**config.mk**
```make
export PLATFORM = sky130hd
export DESIGN_NAME = spi_bus_arbiter
export DESIGN_NICKNAME = d
export VERILOG_FILES = /design/src/rtl/spi_bus_arbiter.sv
export SDC_FILE = /design/constraint.sdc
export NUM_CORES = 1
export LEC_CHECK = 0
export ABC_CLOCK_PERIOD_IN_PS = 2100
export CELL_PAD_IN_SITES_DETAIL_PLACEMENT = 2
export CELL_PAD_IN_SITES_GLOBAL_PLACEMENT = 2
export CORE_MARGIN = 1.5
export CORE_UTILIZATION = 30
export CTS_BUF_LIST = sky130_fd_sc_hd__clkbuf_4
export CTS_CLUSTER_DIAMETER = 30
export CTS_CLUSTER_SIZE = 10
export DETAILED_ROUTE_END_ITERATION = 6
export PLACE_DENSITY_LB_ADDON = 0.1
export SYNTH_ARGS = -nofsm -noshare
export SYNTH_HDL_FRONTEND = slang
export SYNTH_SLANG_ARGS = --single-unit
```
**constraint.sdc**
```tcl
create_clock -name clk -period 2.1 [get_ports clk]
set_input_delay 0.315 -clock clk [delete_from_list [all_inputs] [get_ports clk]]
set_output_delay 0.315 -clock clk [all_outputs]
set_load 0.02 [all_outputs]
```
**src/rtl/spi_bus_arbiter.sv**
```systemverilog
`default_nettype none
// ============================================================================
// Module      : spi_bus_arbiter
// Description : Round-robin arbiter sharing one SPI byte engine between
//               NUM_REQ requesters, one byte frame per grant.
// Revision    : 1.0 - initial release
// ============================================================================
module spi_bus_arbiter #(
    parameter int NUM_REQ    = 4,
    parameter int DATA_W     = 8,
    parameter int GAP_CYCLES = 4,
    parameter int TIMEOUT    = 1023
) (
    input  logic                      clk,
    input  logic                      reset,
    input  logic [NUM_REQ-1:0]        req,
    input  logic [NUM_REQ*DATA_W-1:0] req_data,
    input  logic [NUM_REQ*2-1:0]      req_mode,
    output logic [NUM_REQ-1:0]        grant,
    output logic [NUM_REQ-1:0]        ack,
    output logic [NUM_REQ-1:0]        err,
    output logic                      busy,
    output logic [1:0]                state,
    output logic [DATA_W-1:0]         eng_data_wr,
    output logic                      eng_polarity,
    output logic                      eng_phase,
    output logic                      eng_start,
    input  logic                      eng_busy,
    input  logic                      eng_done
);

    localparam int c_IDX_W  = (NUM_REQ > 1) ? $clog2(NUM_REQ) : 1;
    localparam int c_TCNT_W = $clog2(TIMEOUT);
    localparam int c_GCNT_W = 8;

    localparam logic [c_TCNT_W-1:0] c_TCNT_LAST = c_TCNT_W'(TIMEOUT - 1);
    localparam logic [c_GCNT_W-1:0] c_GCNT_LAST = c_GCNT_W'(GAP_CYCLES - 1);

    localparam logic [1:0] c_IDLE = 2'd0;
    localparam logic [1:0] c_LOAD = 2'd1;
    localparam logic [1:0] c_RUN  = 2'd2;
    localparam logic [1:0] c_GAP  = 2'd3;

    logic [1:0]          r_state;
    logic [NUM_REQ-1:0]  r_grant;
    logic [NUM_REQ-1:0]  r_ack;
    logic [NUM_REQ-1:0]  r_err;
    logic                r_busy;
    logic [DATA_W-1:0]   r_eng_data;
    logic                r_eng_pol;
    logic                r_eng_pha;
    logic                r_eng_start;
    logic [c_TCNT_W-1:0] r_tcnt;
    logic [c_GCNT_W-1:0] r_gcnt;
    logic [c_IDX_W-1:0]  r_rr;
    logic [c_IDX_W-1:0]  r_owner;

    logic                w_found;
    logic [c_IDX_W-1:0]  w_winner;
    logic [c_IDX_W-1:0]  w_idx;

    // Scan offsets from farthest to nearest so the nearest requester after
    // the last owner is the final (winning) assignment.
    always_comb begin
        w_found  = 1'b0;
        w_winner = r_rr;
        w_idx    = r_rr;
        for (int off = NUM_REQ; off >= 1; off--) begin
            w_idx = c_IDX_W'((int'(r_rr) + off) % NUM_REQ);
            if (req[w_idx]) begin
                w_found  = 1'b1;
                w_winner = w_idx;
            end
        end
    end

    always_ff @(posedge clk or posedge reset) begin
        if (reset) begin
            r_state     <= c_IDLE;
            r_grant     <= '0;
            r_ack       <= '0;
            r_err       <= '0;
            r_busy      <= 1'b0;
            r_eng_data  <= '0;
            r_eng_pol   <= 1'b0;
            r_eng_pha   <= 1'b0;
            r_eng_start <= 1'b0;
            r_tcnt      <= '0;
            r_gcnt      <= '0;
            r_rr        <= c_IDX_W'(NUM_REQ - 1);
            r_owner     <= '0;
        end else begin
            case (r_state)
                c_IDLE: begin
                    if (w_found && !eng_busy) begin
                        r_grant                  <= NUM_REQ'(1) << w_winner;
                        r_owner                  <= w_winner;
                        r_eng_data               <= req_data[int'(w_winner)*DATA_W +: DATA_W];
                        {r_eng_pol, r_eng_pha}   <= req_mode[2*int'(w_winner) +: 2];
                        r_busy                   <= 1'b1;
                        r_state                  <= c_LOAD;
                    end
                end
                c_LOAD: begin
                    r_eng_start <= 1'b1;
                    r_tcnt      <= '0;
                    r_state     <= c_RUN;
                end
                c_RUN: begin
                    r_eng_start <= 1'b0;
                    if (eng_done) begin
                        r_ack   <= r_grant;
                        r_err   <= '0;
                        r_rr    <= r_owner;
                        r_gcnt  <= '0;
                        r_state <= c_GAP;
                    end else if (r_tcnt == c_TCNT_LAST) begin
                        r_ack   <= r_grant;
                        r_err   <= r_grant;
                        r_rr    <= r_owner;
                        r_gcnt  <= '0;
                        r_state <= c_GAP;
                    end else begin
                        r_tcnt <= r_tcnt + c_TCNT_W'(1);
                    end
                end
                c_GAP: begin
                    r_ack   <= '0;
                    r_err   <= '0;
                    r_grant <= '0;
                    r_gcnt  <= r_gcnt + c_GCNT_W'(1);
                    if (r_gcnt == c_GCNT_LAST) begin
                        r_busy  <= 1'b0;
                        r_state <= c_IDLE;
                    end
                end
                default: begin
                    r_state <= c_IDLE;
                end
            endcase
        end
    end

    assign grant        = r_grant;
    assign ack          = r_ack;
    assign err          = r_err;
    assign busy         = r_busy;
    assign state        = r_state;
    assign eng_data_wr  = r_eng_data;
    assign eng_polarity = r_eng_pol;
    assign eng_phase    = r_eng_pha;
    assign eng_start    = r_eng_start;

endmodule
`default_nettype wire

```
== Word-level counts from Yosys, hierarchy flattened ==
Index checks and enable logic that the tools add are counted.
Storage, ports and cells
  bits in registers: 48
  input bits: 48
  output and inout bits: 26
  logic and storage cells: 90
Cells by class
  add/subtract/negate cells: 6
  magnitude comparators: 4
  equality and inequality tests: 10
  shift-type cells: 3
  muxes and demuxes: 40
  reduce and logical (&&, ||, !) cells: 14
Operator list (number)
  $shiftx 32x6->8: 1
  $pmux 4 s2: 3
  $mux 10: 2
  $mux 2: 10
  $pmux 10 s2: 1
  $mux 4: 4
  $mux 8: 2
  $pmux 8 s2: 1
  $lt 2x3->1 const B: 4
  $add 10x1->10 const B: 1
  $eq 10x10->1 const B: 1
  $mux 1: 10
  $reduce_and 3->1: 3
  $add 8x1->8 const B: 1
  $bmux 1 s2: 4
  $eq 8x2->1 const B: 1
  $ne 2x2->1 const B: 4
  $pmux 2 s4: 1
  $reduce_and 2->1: 4
  $reduce_bool 2->1: 4
  $shiftx 8x4->2: 1
  $add 2x1->2 const B: 2
  $add 2x2->2 const B: 2
  $eq 2x2->1 const B: 2
  other kinds (7): 8

== Logic depth before layout (Yosys ltp) ==
Gate-level depths: netlist of run 1.
  word-level depth: 10
  mapped depth: 9
  mapped depth without buffers: 7

== Worst setup path after synthesis of run 1 ==
Ideal clock, no wire load.
  kind: register to register
  from: register r_state[0] (netlist: state[0])
  to: register r_tcnt[7]
  setup time: 0.133 ns
  arrival: 1.745 ns
  required time: 1.967 ns
  path slack: 0.222 ns
  stages on the path, launching flop included: 10
  buffers on the path: 2
  clock period less this slack: 1.878 ns
  cell sequence: dfrtp_1 -> inv_1 -> ha_1 -> buf_2 -> and2_1 -> a41oi_1 -> buf_2 -> nand4_1 -> xor2_1 -> nor2_1
Between the ends
  word-level cells in the longest chain between the ends: 3
  elaborated cells on any way between the ends: 7
  those cells by class: 4 x eq/ne; 1 x mux; 2 x reduce/logical
RTL lines
  start, declared: line 44  | logic [1:0] r_state;
  start signal, assigned: line 79  | r_state <= c_IDLE;
  start signal, assigned: line 101  | r_state <= c_LOAD;
  start signal, assigned: line 107  | r_state <= c_RUN;
  $eq 2x2->1 / $eq 2x1->1 (equally long branches): line 93  | case (r_state)
  $ne 2x2->1 (no line) / $reduce_bool 2->1 (equally long branches)
  $reduce_and 3->1 (no line)
  end signal, assigned: line 124  | r_tcnt <= r_tcnt + c_TCNT_W'(1);
  end, declared: line 53  | logic [c_TCNT_W-1:0] r_tcnt;
Parallel ways exist; a longest one is shown, timed or not.
A chain may end at the register's enable or synchronous reset.

== Worst setup path in the final report of run 1 ==
  from: register r_tcnt[0]
  to: register r_gcnt[2]
Between the ends
  word-level cells in the longest chain between the ends: 3
RTL lines
  $eq 10x10->1: line 117  | end else if (r_tcnt == c_TCNT_LAST) begin
  $ne 3x3->1 (no line)
  $reduce_and 2->1 (no line)
  end signal, assigned: line 131  | r_gcnt <= r_gcnt + c_GCNT_W'(1);
  end, declared: line 54  | logic [c_GCNT_W-1:0] r_gcnt;
No other way between the ends.

==> impl_metrics.toml, run 1 <==
[sta]
slew_viol_final = 0
finClkSkew_ps = 7.58
hold_viol_final = 0
slew_headroom_pct = 74.8
min_period_over_period_pct = 91.2
setup_viol = 0
finalWorstSetupSlack_ps = 186
fmax_ghz = 0.522
fin_crit_ps = 1910
tightest_slew_ps = 375

[critical_path]
worstSetupPathType = "reg -> reg"
worstSetupStartpointType = "flip-flop"
cp_max_fo = 7
crit_required_ps = 2410
worstPathCellList = "inv_1, ha_1, and4_1, a311oi_1, buf_4, buf_4, or3_1, a21oi_1"
cp-end-kind = "flip-flop"
path_common_cell = "buf_4"
max_stage_delay_ps = 470
arrival_ps = 2220
path_buf_inv = 3
worst_path_max_delay_cell = "dfrtp_2"
cp_top_family = "simple AND/OR/NAND/NOR gates"

[placed_design]
place_ws_ps = -15.7
dpl_cell_area_sq_um = 3630
place.gp.congestion = 0.821
placed_cells = 459
io_buffers = 73
dp_hpwl_um = 6400

[route]
topRoutingLayerUsed = "met4"
met3_length_um = 200
met1Wirelength_um = 3960
first_iter_violations = 51
dr_wl_met2_um = 4240
vias = 2441
drc = 0
routed_wl_um = 8450
drtAntennaViolNets = 0
wl_per_cell_um = 18.0
firstDrtPassIters = 4
vias_per_cell = 5.19

[power_and_ir_drop]
seqPwrFrac_pct = 34.6
p_per_area_nw_per_um2 = 1160
switchingPower_mw = 1.89
switching_share_pct = 43.6
combPwrFrac_pct = 54.9
p_leak_nw = 1.59
ir_drop_v = 0.000378
internal_power_mw = 2.44
p_clk_share_pct = 10.5

[floorplanning]
die_h_um = 97.5
dieWidth_um = 97.5
rows = 34
fp.dieArea_sq_um = 9510
io-pin-count = 74
core-area_sq_um = 8680
initial_utilization_pct = 30.9

[synth]
yosys_warnings = 0
synth.area.top_cells = "dfrtp_1 43%, a211oi_1 4.5%, mux2i_1 4.1%"
synth_top_cells_by_count = "46 x dfrtp_1, 21 x nand2_1, 21 x nor2_1, 18 x inv_1, 16 x a211oi_1"
synth_top_family_by_area = "compound AO/OA/AOI/OAI gates"
syn_avg_cell_area_sq_um = 9.81
syn_inst = 273
ys_seq_area_share_pct = 44.9
netlist.top_cell.by_area = "dfrtp_1"
synth_ff_type = "dfrtp_1"
synthMuxAreaShare_pct = 4.95
synth-simple-area-share_pct = 17.2
synth_fp_nets = 328
synth.top_cell.area_share_pct = 43.0
ys_types = 49
syn_area_sq_um = 2680
yosysMostFrequentCell = "dfrtp_1"
synth_edf_count = 0
synthAdderAreaFrac_pct = 3.27
ys_seq_elements = 48
ys_async_sr_fraction_pct = 100
synth_compound_area_share_pct = 20.6
synth_xor_area_share_pct = 2.94

[outcome]
outcome = "finished, final reports clean"

[layout]
fin_cells = 470
final_area_sq_um = 3720
fill_cells = 982
area_delta_synth_final_pct = 38.9
num_antenna_cells = 0
final_util_pct = 42.9
post_route_cells_drive_above_1_share_pct = 13.8
final_nets = 416

[global_routing]
grt_max_degree = 49
track_usage_pct = 18.3
overflow = 0
antenna_found_initial = 0
grt_pass1_wl_um = 14200
grt_pass1_vias = 2760

[flow_run]
drv_cap = 0

[clock_network]
root_buffer = "clkbuf_4"
ctsHoldBuffers = 0
clk_latency_ps = 370
cts_sinks = 48
cts.htree.levels = 2
numCtsBuffers = 5
clk_path_buf_depth = 2
path_clk_slew_ps = 150
cts_tree = "built"

[min_path]
hp-class = "in -> async"
-- final cells by class --
type / instances / area (sq um) / share of cell area (%)
clock inverter: 3 / 18.8 / 0.505
sequential: 48 / 1200 / 32.4
multi-input combinational: 191 / 1320 / 35.5
clock buffer: 5 / 37.5 / 1.01
inverter: 18 / 67.6 / 1.82
tap: 108 / 135 / 3.63
timing repair buffer: 97 / 936 / 25.2
-- path summary, 6_finish.rpt --
kind | depth (start not counted) | slack (ps) | startpoint | end
setup / recovery | 8 | 190 | r_tcnt[0] | r_gcnt[2]
hold / removal | 3 | 280 | reset | err[2]
setup reg to reg | 8 | 190 | r_tcnt[0] | r_gcnt[2]
hold reg to reg | 1 | 510 | eng_start | eng_start
max in group asynchronous | 3 | 1530 | reset | r_rr[0]
min in group clk | 1 | 510 | eng_start | eng_start
-- cells in the final DEF (no fill, tap or decap), types with 6 or more instances in the layout --
master	count
nand4_1	7
a211oi_1	16
buf_4	22
mux2i_1	11
nand3_1	6
inv_1	17
nor3_1	6
a22o_1	8
nor2_1	21
nand2_1	21
dfrtp_1	45
ha_1	6
o21ai_0	12
clkdlybuf4s50_1	73
a31oi_1	11
-- sequential cells by signal, summed over array words and instances (netlist names), 4 cells and up --
| signal | cells |
|---|---|
| ack | 4 |
| eng_data_wr | 8 |
| err | 4 |
| grant | 4 |
| r_gcnt | 8 |
| r_tcnt | 10 |
-- per-layer routing --
metal	vias to the layer above	global-route usage (%)
li1	1168	-
met1	1231	23.7
met2	37	32.1
met3	5	2.81
met4	0	4.18
met5	-	0
-- cells by family (layout without fill, tap and decap cells) --
logic type                 count (synthesis)  after routing
buffers and inverters                     34            123
muxes                                     13             13
adders and majority gates                  7              7
and+or+nand+nor                           86             86
xor gates and xnor gates                   9              9
DFF                                       48             48
AOI/OAI and AO/OA                         76             76
-- power by group through the flow --
stage / logic, mW / clock network [mW] / registers, mW
CTS: 2.39 / 0.483 / 1.50
floorplan: 1.18 / 0 / 1.66
detailed placement: 2.39 / 0 / 1.51
global route: 2.63 / 0.506 / 1.54
global placement: 2.32 / 0 / 1.50
finish: 2.38 / 0.454 / 1.50
-- what timing repair did --
| action | CTS | global route |
|---|---|---|
| setup endpoints to repair | 0 | 11 |
| gates resized for setup | 0 | 3 |
| buffers inserted | 0 | 3 |
-- worst min-delay path: cells and delay by family --
| family | cells | cell delay (ps) |
|---|---|---|
| buffers and inverters | 3 | 740 |
-- through the flow --
step                hold WS, ps  power [mW]  setup TNS, ps
finish                      282        4.33              0
global route                306        4.67          -1.85
CTS                         278        4.37              0
detailed placement          477        3.90          -35.8
global placement            463        3.82              0
floorplan                   443        2.84              0
Note: power is estimated with default switching activity, not from simulation.
==> run 2: changes to the inputs <==
--- a/config.mk
+++ b/config.mk
@@ -14,6 +14,7 @@
 export CTS_CLUSTER_DIAMETER = 30
 export CTS_CLUSTER_SIZE = 10
 export DETAILED_ROUTE_END_ITERATION = 6
+export GPL_ROUTABILITY_DRIVEN = 0
 export PLACE_DENSITY_LB_ADDON = 0.1
 export SYNTH_ARGS = -nofsm -noshare
 export SYNTH_HDL_FRONTEND = slang
==> results of run 2 <==
Final layout, timing and power as in run 1 (identical DEF).
==> run 3: changes to the inputs <==
--- a/config.mk
+++ b/config.mk
@@ -11,7 +11,6 @@
 export CORE_MARGIN = 1.5
 export CORE_UTILIZATION = 30
 export CTS_BUF_LIST = sky130_fd_sc_hd__clkbuf_4
-export CTS_CLUSTER_DIAMETER = 30
 export CTS_CLUSTER_SIZE = 10
 export DETAILED_ROUTE_END_ITERATION = 6
 export GPL_ROUTABILITY_DRIVEN = 0
==> results of run 3 <==
Final layout, timing and power as in run 1 (identical DEF).
